### config.mk
export PLATFORM = sky130hd
export DESIGN_NAME = dff_div_pipe_flat
export DESIGN_NICKNAME = d
export VERILOG_FILES = /design/src/rtl/dff_div_pipe_if.sv /design/src/rtl/dff_div_pipe.sv /design/src/flat_wrapper.sv
export SDC_FILE = /design/constraint.sdc
export NUM_CORES = 1
export LEC_CHECK = 0
export ABC_AREA = 1
export CAP_MARGIN = 20
export CORE_MARGIN = 1
export CORE_UTILIZATION = 35
export DETAILED_ROUTE_END_ITERATION = 10
export GPL_TIMING_DRIVEN = 0
export SETUP_SLACK_MARGIN = 0.02
export SLEW_MARGIN = 20
export SYNTH_ARGS = -nofsm -noshare
export SYNTH_HDL_FRONTEND = slang
export SYNTH_SLANG_ARGS = --single-unit
### constraint.sdc
create_clock -name clk_in -period 2.5 [get_ports clk_in]
set_clock_uncertainty 0.2 [all_clocks]
set_input_delay 0.375 -clock clk_in [delete_from_list [all_inputs] [get_ports clk_in]]
set_output_delay 0.375 -clock clk_in [all_outputs]
set_load 0.005 [all_outputs]
### src/rtl/dff_div_pipe_if.sv
`default_nettype none
// ============================================================================
// Module   : dff_div_pipe_if
// Purpose  : Bundles the data/control signals of dff_div_pipe.
//            master = the logic that drives en/d and consumes the outputs.
//            slave  = the divider/pipeline block itself.
// Signals  : en      count enable (0 freezes divider and pipeline)
//            d       WIDTH-bit data, sampled on each tick
//            clk_out divided 50% square wave
//            tick    one-cycle strobe on the clk_out rising edge
//            q       last pipeline stage
//            q_valid high once DEPTH ticks have occurred since reset
// Revision : 1.0  initial release
// ============================================================================
interface dff_div_pipe_if #(
  parameter int WIDTH = 1
) ();

  logic             en;
  logic [WIDTH-1:0] d;
  logic             clk_out;
  logic             tick;
  logic [WIDTH-1:0] q;
  logic             q_valid;

  modport master (
    output en,
    output d,
    input  clk_out,
    input  tick,
    input  q,
    input  q_valid
  );

  modport slave (
    input  en,
    input  d,
    output clk_out,
    output tick,
    output q,
    output q_valid
  );

endinterface
`default_nettype wire

### src/rtl/dff_div_pipe.sv
`default_nettype none
// ============================================================================
// Module   : dff_div_pipe
// Purpose  : Divides clk_in down to an OUT_HZ square wave and samples a
//            WIDTH-bit input on each rising edge of that wave through a
//            DEPTH-stage register pipeline. Everything runs on clk_in with a
//            one-cycle enable; no derived clocks are created.
// Ports    : clk_in  system clock
//            rst     asynchronous, active-low reset
//            bus     dff_div_pipe_if.slave (en, d, clk_out, tick, q, q_valid)
// Params   : CLK_HZ input clock frequency, OUT_HZ output frequency,
//            WIDTH data width, DEPTH pipeline stages from d to q (>= 1)
// Revision : 1.0  initial release
// ============================================================================
module dff_div_pipe #(
  parameter int CLK_HZ = 100_000_000,
  parameter int OUT_HZ = 5,
  parameter int WIDTH  = 1,
  parameter int DEPTH  = 1
) (
  input  wire logic     clk_in,
  input  wire logic     rst,
  dff_div_pipe_if.slave bus
);

  // Half period of clk_out, in clk_in cycles.
  localparam int HALF  = CLK_HZ / (2 * OUT_HZ);
  localparam int CNT_W = (HALF > 1) ? $clog2(HALF) : 1;
  localparam int VLD_W = $clog2(DEPTH + 1);

  localparam logic [CNT_W-1:0] c_cnt_last = CNT_W'((HALF > 0) ? HALF - 1 : 0);
  localparam logic [VLD_W-1:0] c_vld_full = VLD_W'(DEPTH);

  generate
    if (HALF < 1) begin : g_bad_half
      $error("dff_div_pipe: CLK_HZ/(2*OUT_HZ) must be at least 1");
    end
    if (DEPTH < 1) begin : g_bad_depth
      $error("dff_div_pipe: DEPTH must be at least 1");
    end
  endgenerate

  logic [CNT_W-1:0] r_cnt;
  logic             r_clk_out;
  logic             r_tick;
  logic [WIDTH-1:0] r_stage [DEPTH];
  logic [VLD_W-1:0] r_vld_cnt;

  logic             w_wrap;
  logic             w_rise;

  // A wrap only happens on an enabled cycle, so en=0 on the would-be wrap
  // edge simply delays it. w_rise marks the wrap that takes clk_out 0->1.
  assign w_wrap = bus.en && (r_cnt == c_cnt_last);
  assign w_rise = w_wrap && !r_clk_out;

  // Divider and tick strobe.
  always_ff @(posedge clk_in or negedge rst) begin
    if (!rst) begin
      r_cnt     <= '0;
      r_clk_out <= 1'b0;
      r_tick    <= 1'b0;
    end else begin
      r_tick <= w_rise;
      if (bus.en) begin
        if (w_wrap) begin
          r_cnt     <= '0;
          r_clk_out <= ~r_clk_out;
        end else begin
          r_cnt <= r_cnt + 1'b1;
        end
      end
    end
  end

  // Pipeline shifts on the same edge clk_out rises, so q updates together
  // with clk_out exactly like a flop clocked by clk_out would.
  always_ff @(posedge clk_in or negedge rst) begin
    if (!rst) begin
      for (int k = 0; k < DEPTH; k++) begin
        r_stage[k] <= '0;
      end
    end else if (w_rise) begin
      r_stage[0] <= bus.d;
      for (int k = 1; k < DEPTH; k++) begin
        r_stage[k] <= r_stage[k-1];
      end
    end
  end

  // Tick counter saturates at DEPTH; once full the pipeline holds real data.
  always_ff @(posedge clk_in or negedge rst) begin
    if (!rst) begin
      r_vld_cnt <= '0;
    end else if (w_rise && (r_vld_cnt != c_vld_full)) begin
      r_vld_cnt <= r_vld_cnt + 1'b1;
    end
  end

  assign bus.clk_out = r_clk_out;
  assign bus.tick    = r_tick;
  assign bus.q       = r_stage[DEPTH-1];
  assign bus.q_valid = (r_vld_cnt == c_vld_full);

endmodule
`default_nettype wire

### src/flat_wrapper.sv
// flat-port wrapper written by rule: the top's interface ports become plain ports
module dff_div_pipe_flat 
#(
  parameter int CLK_HZ = 100_000_000,
  parameter int OUT_HZ = 5,
  parameter int WIDTH  = 1,
  parameter int DEPTH  = 1
)
  (clk_in, rst, bus_en, bus_d, bus_clk_out, bus_tick, bus_q, bus_q_valid);
  dff_div_pipe_if #(.WIDTH(WIDTH)) bus_i ();
  input  wire logic clk_in;
  input  wire logic rst;
  input wire logic [$bits(bus_i.en)-1:0] bus_en;
  input wire logic [$bits(bus_i.d)-1:0] bus_d;
  output wire logic [$bits(bus_i.clk_out)-1:0] bus_clk_out;
  output wire logic [$bits(bus_i.tick)-1:0] bus_tick;
  output wire logic [$bits(bus_i.q)-1:0] bus_q;
  output wire logic [$bits(bus_i.q_valid)-1:0] bus_q_valid;
  assign bus_i.en = bus_en;
  assign bus_i.d = bus_d;
  assign bus_clk_out = bus_i.clk_out;
  assign bus_tick = bus_i.tick;
  assign bus_q = bus_i.q;
  assign bus_q_valid = bus_i.q_valid;
  dff_div_pipe #(.CLK_HZ(CLK_HZ), .OUT_HZ(OUT_HZ), .WIDTH(WIDTH), .DEPTH(DEPTH)) u_core (.clk_in(clk_in), .rst(rst), .bus(bus_i));
endmodule
==> results.txt <==
----------------------------------------------------
[Clocking]
  Clock tree from TritonCTS ... done
  Clock tree buffer depth ... 2
  Post-CTS resize count ... 0
  Hold Buf Count CTS ... 1
  Clock latency on the worst-skew pair ... ~280 ps
  H-tree levels ... 1
  Clock input transition at the sequential cells of the worst setup and hold paths ... 100 ps
  Sink count of the clock tree ... 28
  Number of post-CTS setup repair buffers ... 0
  Buffer type at the clock tree root ... sky130_fd_sc_hd__clkbuf_8
  CTS buffer count ... 3

[Synth]
  Cell area after synthesis ... between 1500 and 2000 um^2
  Proportion of synthesized chip area in sequential cells ... 41.1%
  Total of flip-flops plus latches after synthesis ... 28
  Synth warn ... 0
  Count of different cell masters after synthesis ... 23
  Nets in the synthesized netlist ... around 250
  Mean area per synthesized cell ... approximately 6.9 um^2
  Synthesized instance count ... roughly 250

[Die]
  DIE WIDTH ... slightly above 70 um
  Initial Util ... between 30% and 40%
  Rows ... 25
  Die height ... between 70 and 80 um
  Die Footprint ... 5160 um^2
  Placeable core region ... roughly 4700 um^2
  Number of top-level pins ... 8

[Drt]
  Topmost layer with routed signal wires ... met4
  Met2 Routed Length ... ~1600 um
  Residual DRC count ... 2
  Met3 wire len ... slightly above 100 um
  Number of nets still failing antenna checks after routing ... 0
  Number of iterations in the first detailed-routing pass ... 7
  Total wire length ... roughly 3600 um
  Total number of vias ... 1435
  Met1 WL ... approximately 1800 um
  First DRT Iteration DRCs ... 84
  Via density per instance ... 4.57
  WL per Instance ... 11.4 um

[Run status]
  Status ... finished with violations
  Violated checks ... DRC

[STA]
  Transition time of the tightest slew-check pin ... approximately 650 ps
  Worst hold margin ... roughly 270 ps
  Final max-slew violation count ... 0
  Max Freq ... 545 MHz
  Setup repair after global routing missed its margin ... no
  Final hold violations ... 0
  Worst max-slew margin expressed relative to the limit ... 56.9%
  Total Negative Setup Slacks ... 0 ps
  Final clock period utilization by the worst path ... between 70% and 80%
  Time the worst path needs with I/O delays and setup ... around 1800 ps
  Total setup violations reported at the end of the flow ... 0

[Finish]
  Fin cells ... 314
  Utilization after layout ... roughly two fifths
  Post-synthesis to final-layout area growth ... 11.6%
  ANT cells ... 0
  Ratio of cells with drive above 1 in the final layout ... around a tenth
  Layout Cell Area excl Fill ... between 1500 and 2000 um^2
  # nets final ... between 200 and 300

[Worst setup path]
  Critical path class ... in -> reg
  Startpoint kind of the worst setup timing path ... primary input
  Critical path data required time ... 2470 ps
  WP data arrival ... 1810 ps
  Kind of capture point of the worst setup path ... flip-flop
  Launching point of the worst reg2reg path ... u_core.r_cnt[1]
  Crit-path max FO ... 6
  Register-to-register setup slack ... a little under 700 ps
  Worst reg-to-reg path cell count ... 8
  Crit Reg-Reg Endpoint ... u_core.r_cnt[10]

[GRT]
  Wire length of the first global-routing pass ... 6170 um
  Remaining Overflow, GRT ... 0
  Largest net degree at the start of global routing ... 29
  Vias in the first global route ... 1335
  Number of antenna violations at the first check in global routing ... 0
  Tot GR Track Use ... 15.8%

[Flow run]
  Max-capacitance violation count ... 0

[Power]
  Power per standard cell area ... a little over 500 nW/um^2
  VDD IR max ... ~0.18 mV
  Static Leakage ... a little over 1 nW

[Placement]
  HPWL reported at the end of detailed placement ... 2770 um
  Port-buffer cells ... 7
  Cell area after placement ... between 1500 and 2000 um^2
  Placed cell count ... a little over 300
  Final Wtd Congestion ... 0.867

[Min path]
  Origin of the worst min-delay path ... u_core.bus.q_valid
  Tightest Hold Check Type ... reg -> reg
  End of the worst hold path ... u_core.bus.q_valid
  Hold Path Depth ... 2

----------------------------------------------------
==> cell type report <==
cell class                      count  area, um^2
Fill cell                         514        2790
Sequential cell                    28         701
Buffer                              1        5.00
Clock buffer                        4        55.1
Tap cell                           54        67.6
Timing Repair Buffer                8        75.1
Inverter                           47         176
Multi-Input combinational cell    172         823
==> worst max path at each step <==
stage	startpoint	end	cells past startpoint	slack, ps
floorplan	u_core.r_cnt[1]	u_core.r_cnt[12]	8	1030
global placement	rst	u_core.r_cnt[23]	1	340
detailed placement	bus_en	u_core.r_cnt[10]	8	370
CTS	bus_en	u_core.r_cnt[10]	8	670
global route	u_core.r_cnt[1]	u_core.r_cnt[10]	8	550
finish	bus_en	u_core.r_cnt[10]	8	670
==> cell usage after synthesis <==
library cell                n  share of area, %
sky130_fd_sc_hd__dfrtp_1   28                41
sky130_fd_sc_hd__nor2_4     3               2.0
sky130_fd_sc_hd__a21oi_1    7               2.1
sky130_fd_sc_hd__nand3_2    2               1.2
sky130_fd_sc_hd__nand2_4    1              0.66
sky130_fd_sc_hd__buf_2      1              0.29
sky130_fd_sc_hd__nor3_2     1              0.59
sky130_fd_sc_hd__nor2_2     6               2.2
sky130_fd_sc_hd__nor2_1    45               9.9
sky130_fd_sc_hd__o21ai_0    2              0.59
sky130_fd_sc_hd__nand2_2    4               1.5
sky130_fd_sc_hd__xnor2_1    1              0.51
sky130_fd_sc_hd__ha_1       1              0.73
sky130_fd_sc_hd__nand3_1   20               5.9
sky130_fd_sc_hd__nand2_1   66                15
sky130_fd_sc_hd__a21o_1     1              0.44
sky130_fd_sc_hd__clkinv_1   1              0.22
sky130_fd_sc_hd__o21ai_2    1              0.51
sky130_fd_sc_hd__nand4_1    1              0.37
sky130_fd_sc_hd__nor3_1     2              0.59
sky130_fd_sc_hd__inv_1     44               9.7
sky130_fd_sc_hd__inv_2      2              0.44
sky130_fd_sc_hd__xor2_1     8               4.1
==> sequential cells by signal (all words and copies together), names as in the netlist <==
signal / flops
u_core.bus.q: 1
u_core.r_cnt: 24
u_core.bus.clk_out: 1
u_core.bus.tick: 1
u_core.bus.q_valid: 1
==> power breakdown <==
| group | leakage (nW) | switching, mW | total, mW | internal, mW |
|---|---|---|---|---|
| registers | 0.349 | 0.0518 | 0.547 | 0.495 |
| clock network | 0.0288 | 0.145 | 0.286 | 0.141 |
| logic | 0.641 | 0.0923 | 0.149 | 0.0563 |
==> per-stage QoR <==
| step | total power, mW | worst slack [ps] |
|---|---|---|
| 5_1_grt | 1.04 | 552 |
| 2_1_floorplan | 0.662 | 1030 |
| 3_5_place_dp | 0.702 | 371 |
| 4_1_cts | 0.996 | 672 |
| 3_3_place_gp | 0.701 | 340 |
| 6_report | 0.982 | 665 |
==> cells by family after synthesis <==
| kind of cell | after synthesis | share of synthesized area (%) |
|---|---|---|
| AO/OA/AOI/OAI | 11 | 3.60 |
| XOR/XNOR | 9 | 4.62 |
| adder cells (fa/ha/maj) | 1 | 0.734 |
| buffers and inverters | 48 | 10.6 |
| flip-flops | 28 | 41.1 |
| AND/OR/NAND/NOR | 151 | 39.3 |
==> metal layers <==
metal | GRT usage [%] | up-vias
li1 | - | 765
met4 | 5.66 | 0
met5 | 0 | -
met3 | 2.67 | 3
met2 | 24.4 | 21
met1 | 22.2 | 646
==> cells in the final DEF, fill, tap and decap left out, drive strengths merged <==
master	netlist	routed
a21o	1	1
a21oi	7	7
buf	1	2
clkbuf	0	4
clkdlybuf4s50	0	6
clkinv	1	1
dfrtp	28	28
dlygate4sd3	0	1
ha	1	1
inv	46	46
nand2	71	71
nand3	22	22
nand4	1	1
nor2	54	54
nor3	3	3
o21ai	3	3
xnor2	1	1
xor2	8	8
==> worst max-delay path: stages <==
cell                              delay, ps
sky130_fd_sc_hd__clkdlybuf4s50_1        510
sky130_fd_sc_hd__nand2_1                140
sky130_fd_sc_hd__inv_1                   80
sky130_fd_sc_hd__nand2_1                 60
sky130_fd_sc_hd__nor2_1                 120
sky130_fd_sc_hd__nand3_1                260
sky130_fd_sc_hd__nand2_1                180
sky130_fd_sc_hd__a21oi_1                 80
(Power assumes the default switching activity.)
